[config.mk]
export PLATFORM = sky130hd
export DESIGN_NAME = stm_spi_slave
export DESIGN_NICKNAME = d
export VERILOG_FILES = /design/src/rtl/stm_spi_slave.sv
export SDC_FILE = /design/constraint.sdc
export NUM_CORES = 1
export LEC_CHECK = 0
export BUFFER_PORTS_ARGS = -buffer_cell sky130_fd_sc_hd__buf_2
export CELL_PAD_IN_SITES_DETAIL_PLACEMENT = 1
export CELL_PAD_IN_SITES_GLOBAL_PLACEMENT = 2
export CORE_UTILIZATION = 34
export DETAILED_ROUTE_END_ITERATION = 16
export PLACE_DENSITY_LB_ADDON = 0.3
export SKIP_LAST_GASP = 1
export SYNTH_ARGS = -nofsm -noshare
export SYNTH_HDL_FRONTEND = slang
export SYNTH_SLANG_ARGS = --single-unit
export TNS_END_PERCENT = 50
[constraint.sdc]
create_clock -name clk -period 2.1 [get_ports clk]
set_input_delay 0.105 -clock clk [delete_from_list [all_inputs] [get_ports clk]]
set_output_delay 0.105 -clock clk [all_outputs]
set_load 0.05 [all_outputs]
[src/rtl/stm_spi_slave.sv]
// SPI mode-0 responder for the STM32 link. The pins are oversampled in the clk
// domain, received bytes come out as single-cycle strobes, and transmit bytes
// come from a one-deep holding register filled through a valid/ready handshake.
//
//  state      | meaning
//  -----------+-------------------------------------------------------------
//  ST_IDLE    | no frame; waiting for synchronized ss to fall
//  ST_ACTIVE  | frame in progress; sck edges shift data in and out
//  ST_ARMWAIT | reset arrived mid-frame; ignore sck until ss is seen high
module stm_spi_slave #(
    parameter int         SYNC_STAGES = 2,
    parameter logic [7:0] TX_IDLE     = 8'hFF
) (
    input  logic       clk,
    input  logic       rst,
    input  logic       sck,
    input  logic       ss,
    input  logic       mosi,
    output logic       miso,
    output logic [7:0] rx_data,
    output logic       rx_valid,
    input  logic [7:0] tx_data,
    input  logic       tx_valid,
    output logic       tx_ready,
    output logic       tx_underrun,
    output logic       frame_start,
    output logic       frame_end,
    output logic       busy,
    output logic [7:0] frame_bytes
);

    typedef enum logic [1:0] {
        ST_IDLE    = 2'd0,
        ST_ACTIVE  = 2'd1,
        ST_ARMWAIT = 2'd2
    } state_t;

    // The arm counter covers the synchronizer flush after reset, so a stale
    // reset-value "ss high" is never mistaken for the master releasing ss.
    localparam int ARM_W = $clog2(SYNC_STAGES + 2);
    localparam logic [ARM_W-1:0] ARM_LOAD = ARM_W'(SYNC_STAGES + 1);

    logic [SYNC_STAGES-1:0] sck_sync_q, sck_sync_d;
    logic [SYNC_STAGES-1:0] ss_sync_q, ss_sync_d;
    logic [SYNC_STAGES-1:0] mosi_sync_q, mosi_sync_d;
    logic                   sck_prev_q, sck_prev_d;
    logic                   ss_prev_q, ss_prev_d;

    state_t     state_q, state_d;
    logic [ARM_W-1:0] arm_cnt_q, arm_cnt_d;
    logic [2:0] bit_cnt_q, bit_cnt_d;
    logic [6:0] rx_sr_q, rx_sr_d;
    logic [7:0] tx_sr_q, tx_sr_d;
    logic [7:0] hold_q, hold_d;
    logic       hold_full_q, hold_full_d;
    logic       miso_q, miso_d;
    logic [7:0] rx_data_q, rx_data_d;
    logic       rx_valid_q, rx_valid_d;
    logic       tx_underrun_q, tx_underrun_d;
    logic       frame_start_q, frame_start_d;
    logic       frame_end_q, frame_end_d;
    logic [7:0] frame_bytes_q, frame_bytes_d;

    logic sck_s, ss_s, mosi_s;
    logic sck_rise, sck_fall, ss_rise, ss_fall;
    logic load;

    assign sck_s    = sck_sync_q[SYNC_STAGES-1];
    assign ss_s     = ss_sync_q[SYNC_STAGES-1];
    assign mosi_s   = mosi_sync_q[SYNC_STAGES-1];
    assign sck_rise =  sck_s & ~sck_prev_q;
    assign sck_fall = ~sck_s &  sck_prev_q;
    assign ss_rise  =  ss_s  & ~ss_prev_q;
    assign ss_fall  = ~ss_s  &  ss_prev_q;

    // Synchronizers, frame FSM, shift registers and holding-register handshake.
    always_comb begin
        sck_sync_d    = {sck_sync_q[SYNC_STAGES-2:0], sck};
        ss_sync_d     = {ss_sync_q[SYNC_STAGES-2:0], ss};
        mosi_sync_d   = {mosi_sync_q[SYNC_STAGES-2:0], mosi};
        sck_prev_d    = sck_s;
        ss_prev_d     = ss_s;
        state_d       = state_q;
        arm_cnt_d     = arm_cnt_q;
        bit_cnt_d     = bit_cnt_q;
        rx_sr_d       = rx_sr_q;
        tx_sr_d       = tx_sr_q;
        hold_d        = hold_q;
        hold_full_d   = hold_full_q;
        miso_d        = miso_q;
        rx_data_d     = rx_data_q;
        rx_valid_d    = 1'b0;
        tx_underrun_d = 1'b0;
        frame_start_d = 1'b0;
        frame_end_d   = 1'b0;
        frame_bytes_d = frame_bytes_q;
        load          = 1'b0;

        unique case (state_q)
            ST_IDLE: begin
                if (ss_fall) begin
                    state_d       = ST_ACTIVE;
                    frame_start_d = 1'b1;
                    frame_bytes_d = 8'd0;
                    bit_cnt_d     = 3'd0;
                    load          = 1'b1;
                end
            end
            ST_ACTIVE: begin
                // ss rise has priority over any sck edge seen on the same cycle
                if (ss_rise) begin
                    state_d     = ST_IDLE;
                    frame_end_d = 1'b1;
                    bit_cnt_d   = 3'd0;
                    miso_d      = 1'b0;
                end else if (sck_rise) begin
                    rx_sr_d   = {rx_sr_q[5:0], mosi_s};
                    bit_cnt_d = bit_cnt_q + 3'd1;
                    if (bit_cnt_q == 3'd7) begin
                        rx_data_d     = {rx_sr_q, mosi_s};
                        rx_valid_d    = 1'b1;
                        frame_bytes_d = frame_bytes_q + 8'd1;
                    end
                end else if (sck_fall) begin
                    if (bit_cnt_q == 3'd0) begin
                        load = 1'b1;
                    end else begin
                        miso_d  = tx_sr_q[7];
                        tx_sr_d = {tx_sr_q[6:0], 1'b0};
                    end
                end
            end
            ST_ARMWAIT: begin
                if (arm_cnt_q != '0) begin
                    arm_cnt_d = arm_cnt_q - ARM_W'(1);
                end else if (ss_s) begin
                    state_d = ST_IDLE;
                end
            end
            default: state_d = ST_IDLE;
        endcase

        // Byte boundary: take the held byte, or send the idle pattern.
        if (load) begin
            if (hold_full_q) begin
                miso_d      = hold_q[7];
                tx_sr_d     = {hold_q[6:0], 1'b0};
                hold_full_d = 1'b0;
            end else begin
                miso_d        = TX_IDLE[7];
                tx_sr_d       = {TX_IDLE[6:0], 1'b0};
                tx_underrun_d = 1'b1;
            end
        end

        // Acceptance uses the registered ready, so a byte offered on a load
        // cycle waits for the next boundary rather than bypassing the holder.
        if (tx_valid && !hold_full_q) begin
            hold_d      = tx_data;
            hold_full_d = 1'b1;
        end
    end

    // State registers with synchronous reset; a reset during a frame arms a
    // wait so the interrupted frame is discarded.
    always_ff @(posedge clk) begin
        if (rst) begin
            sck_sync_q    <= '0;
            ss_sync_q     <= '1;
            mosi_sync_q   <= '0;
            sck_prev_q    <= 1'b0;
            ss_prev_q     <= 1'b1;
            state_q       <= ss ? ST_IDLE : ST_ARMWAIT;
            arm_cnt_q     <= ARM_LOAD;
            bit_cnt_q     <= 3'd0;
            rx_sr_q       <= 7'd0;
            tx_sr_q       <= 8'd0;
            hold_q        <= 8'd0;
            hold_full_q   <= 1'b0;
            miso_q        <= 1'b0;
            rx_data_q     <= 8'd0;
            rx_valid_q    <= 1'b0;
            tx_underrun_q <= 1'b0;
            frame_start_q <= 1'b0;
            frame_end_q   <= 1'b0;
            frame_bytes_q <= 8'd0;
        end else begin
            sck_sync_q    <= sck_sync_d;
            ss_sync_q     <= ss_sync_d;
            mosi_sync_q   <= mosi_sync_d;
            sck_prev_q    <= sck_prev_d;
            ss_prev_q     <= ss_prev_d;
            state_q       <= state_d;
            arm_cnt_q     <= arm_cnt_d;
            bit_cnt_q     <= bit_cnt_d;
            rx_sr_q       <= rx_sr_d;
            tx_sr_q       <= tx_sr_d;
            hold_q        <= hold_d;
            hold_full_q   <= hold_full_d;
            miso_q        <= miso_d;
            rx_data_q     <= rx_data_d;
            rx_valid_q    <= rx_valid_d;
            tx_underrun_q <= tx_underrun_d;
            frame_start_q <= frame_start_d;
            frame_end_q   <= frame_end_d;
            frame_bytes_q <= frame_bytes_d;
        end
    end

    assign miso        = miso_q;
    assign rx_data     = rx_data_q;
    assign rx_valid    = rx_valid_q;
    assign tx_ready    = ~hold_full_q;
    assign tx_underrun = tx_underrun_q;
    assign frame_start = frame_start_q;
    assign frame_end   = frame_end_q;
    assign busy        = (state_q == ST_ACTIVE);
    assign frame_bytes = frame_bytes_q;

endmodule

[After elaboration in Yosys (flattened, before gate mapping)]
Cells that the tools add are included.
Cells by class
  multiplexer cells: 41
  reductions and logical operators: 22
  bitwise operators: 14
  $add $sub $neg: 3
  eq/ne operators: 17
Operators by type and width (count)
  8-bit two-way mux: 11
  1-bit two-way mux: 17
  8-bit case mux with 2 select lines: 1
  2-bit two-way mux: 6
  3-bit != test (second input constant): 4
  4-bit AND reduction: 3
  1-bit inverter: 10
  5-bit AND reduction: 2
  2-bit nonzero test: 5
  3-bit two-way mux: 3
  8-bit by 1-bit adder with 8-bit output (second input constant): 1
  2-bit by 1-bit != test with 1-bit output (second input constant): 4
  2-bit != test (second input constant): 3
  3-bit by 1-bit != test with 1-bit output (second input constant): 2
  2-bit case mux with 3 select lines: 1
  3-bit case mux with 2 select lines: 1
  3-bit AND reduction: 2
  2-bit OR reduction: 3
  1-bit bitwise AND: 4
  4-bit OR reduction: 1
  3-bit by 1-bit adder with 3-bit output (second input constant): 1
  3-bit == test (second input constant): 1
  3-bit zero test: 1
  3-bit by 2-bit != test with 1-bit output (second input constant): 1
  9 further kinds: 9
Storage, ports and cells
  register bits: 60
  output and inout bits: 23

[Depth between registers and ports, before layout]
  word-level depth: 8
  depth in mapped cells: 8
  mapped depth without buffers: 7

[Worst setup path after synthesis]
Ideal clock, no wire load.
  kind: flip-flop to flip-flop
  start: register state_q[1]
  end: register frame_bytes_q[7] (netlist: frame_bytes[7])
  arrival time: 1649 ps
  library setup time: 115 ps
  cell stages (with the launch flop): 8
  path slack: 336 ps
  cells stage by stage: edfxtp_1 -> buf_6 -> nand2b_1 -> inv_2 -> a41oi_4 -> nor4_4 -> xnor2_1 -> nor2_2
Between the ends
  cells in the longest elaborated chain, start to end: 3
  elaborated cells on any way between the ends: 9
  classes of those cells: eq/ne (5); mux (1); reduce/logical (3)
Ends and longest elaborated chain
  start, declared: line 49  | state_t state_q, state_d;
  start signal, assigned: line 173  | state_q <= ss ? ST_IDLE : ST_ARMWAIT;
  start signal, assigned: line 193  | state_q <= state_d;
  2-bit by 1-bit == test with 1-bit output (*)
  via busy: line 28  | output logic busy,
  2-bit by 1-bit != test with 1-bit output (no source line), or another cell as far along
  5-bit AND reduction (no source line)
  end signal, assigned: line 206  | frame_bytes_q <= frame_bytes_d;
  end, declared: line 62  | logic [7:0] frame_bytes_q, frame_bytes_d;
Mark *: on every way through the listed nets, which the timed path passes. The rest lies on a longest branch.
A chain may end at the register's enable or synchronous reset.

[Final worst setup path]
  start: register state_q[1]
  end: register state_q[0] (enable)
Between the ends
  cells in the longest elaborated chain, start to end: 3
  elaborated cells on any way between the ends: 8
  classes of those cells: eq/ne (6); reduce/logical (2)
Ends and longest elaborated chain
  2-bit == test, or another cell as far along: line 99  | unique case (state_q)
  3-bit != test (no source line) or 3-bit by 2-bit != test with 1-bit output (tied branches)
  4-bit AND reduction (no source line) (*)
Every way passes the cells marked *; elsewhere a longest branch is shown, timed or not.

==> out/results.ini <==
[outcome]
status=completed

[synthesis]
synth_cell_type_count=37
ys.flop_type=dfxtp_1
syn_nets=275
async_reset_ff_frac=0
yosys_register_bits=59
yosysWarningCount=0
syn_area_per_cell_sq_um=9.46
synth_cells=256
ys_seq_area_frac=0.496
synth_edf_count=2
syn_area_sq_mm=0.00242

[timing]
maxSlewViolCount=0
tns_ps=0
max-slew-margin-rel=0.604
fmaxAchievable_mhz=540
finalSetupViolCount=0
clock_skew_ps=8.59
rsz0062_at_grt=false
hold_viol_final=0
fin_crit_ps=1850
fin_crit_sh=0.882
tightest_slew_ps=593

[floorplanning]
die_h_um=86.4
ios=37
initial_core_util=0.355
rows=30
die_w_um=86.4
core_area_sq_mm=0.00683
fp.dieArea_sq_mm=0.00747

[critical_path]
worstPathArrival_ps=1900
cp.required_ps=2150
crit_path_end=state_q[0]
reg2reg_to=state_q[0]
rrSetupSlack_ps=250
start_kind=flop
critPathTopFamily=simple AND/OR/NAND/NOR gates
worst_r2r_path_depth=3
end_kind=flop
r2r-start=state_q[1]
path_class=flop to flop
crit_cells=3
crit_slowest_cell=or4b_2
path_cells=or4b_2 > nand2b_2 > a221o_2
max_stage_delay_ps=710
cp_num_buf_inv=0
cp-startpoint=state_q[1]
crit_fanout=9

[routing]
via_count=1904
via_per_inst=4.74
drc=0
dr.first_iter.drc_count=49
drt-total-wl_mm=4.89
routedWlPerCell_um=12.2
ant_nets=0
drtPass1Iterations=4

[power]
total_power_mw=2.64
ir_drop_v=0.000380
power.density_mw_per_mm2=883
p_leak_nw=1.30

[finish]
fin_nets=320
drive_gt1_frac=0.235
antenna_cells=0
final_cell_mix=dfxtp_1, buf_2, nand2_1
area_delta_synth_final_pct=23.4
final_util=0.438
final_common_cell=dfxtp_1

[placed_design]
place.port_buffers=36
dp.final_hpwl_mm=3.30
place_congestion=0.703

[grt]
overflow=0
grt_max_degree=54
gr-usage-all-layers=0.149
grt_pass1_wl_mm=8.47
grt_pass1_vias=1821
antenna_found_initial=0

[clock_network]
cts.clk_slew.worst_paths_ps=60
clockBufferDepth=2
clock_sinks=59
htreeDepth=3
clockRootBuffer=clkbuf_8
cts-buffers-inserted=9
cts_tree=done
worstSkewPairLatency_ps=330

[min_path]
hp-class=input pin to flop

[job]
cap_violations=0

## metrics by stage
step,hold slack (ps),std cells,cell area (sq um),worst slack (ps)
floorplan,209,256,2420,336
global placement,311,378,2670,269
detailed placement,321,378,2670,204
CTS,1.77,401,2980,203
global route,14.2,402,2990,95.2
finish,10.9,402,2990,248
## flip-flops by register name, indices dropped and copies added, names as in the netlist
register and cells:
ss_prev_q 1, frame_end 1, arm_cnt_q 2, tx_sr_q 7, hold_full_q 1, frame_start 1, hold_q 8, rx_data 8
ss_sync_q 2, state_q 2, sck_sync_q 2, miso 1, rx_valid 1, rx_sr_q 7, bit_cnt_q 3, frame_bytes 8
tx_underrun 1, sck_prev_q 1, mosi_sync_q 2
## worst register-to-register path: stages, from the launching register on
cell      delay, ps
edfxtp_1        530
or4b_2          710
nand2b_2        170
a221o_2         160
## kinds of logic after synthesis
logic type                 count (synthesis)  share of synthesized area
buffers and inverters                     21                     0.0449
DFF                                       59                      0.496
AOI/OAI and AO/OA                         39                      0.115
muxes                                     15                     0.0625
adders and majority gates                  5                     0.0258
xor gates and xnor gates                   7                     0.0253
and+or+nand+nor                          110                      0.231
## layout make-up
class	count	area, sq um
multi-input combinational	176	1110
sequential	59	1200
tap	96	120
fill	809	3840
clock buffer	11	141
timing repair buffer	48	288
inverter	7	26.3
clock inverter	5	100
## where the power goes
group | switching, mW | internal (mW)
registers | 0.0288 | 1.16
clock network | 0.444 | 0.817
logic | 0.117 | 0.0711
total | 0.589 | 2.05
## how the worst min path moves through the flow
stage	endpoint	startpoint	slack (ps)	depth (start not counted)
floorplan	ss_sync_q[0]	ss	210	1
global route	hold_q[2]	tx_data[2]	10	3
detailed placement	ss_sync_q[0]	ss	320	2
global placement	ss_sync_q[0]	ss	310	2
CTS	hold_q[3]	tx_data[3]	2	3
finish	mosi_sync_q[0]	mosi	10	2
## per-layer routing
metal  vias up  wire, um  track usage  share of wire
met3         8       148       0.0314          0.030
li1        967         -            -              -
met2        33      2230        0.224           0.46
met4         0       104       0.0955          0.021
met1       896      2400        0.194           0.49
met5         -         0            0              0
## synth_stat cells, types with 4 or more instances
master	n	area [sq um]
a21oi_1	22	110
ha_1	5	62.6
clkbuf_1	6	22.5
nor2_1	25	93.8
nand3_1	11	55.1
dfxtp_1	57	1140
nor3_1	12	60.1
inv_1	5	18.8
nor2b_1	10	62.6
nand2_1	33	124
xnor2_1	4	35.0
a211oi_1	8	60.1
mux2i_1	14	140
nand2b_1	4	25.0
## what timing repair did
action / in CTS / in global routing
endpoints found under the hold margin: 7 / 0
endpoints found under the setup margin: 0 / 2
hold buffers: 7 / 0
setup buffers: 0 / 1
gates resized for setup: 0 / 0
Power figures use the tool's default switching activity.
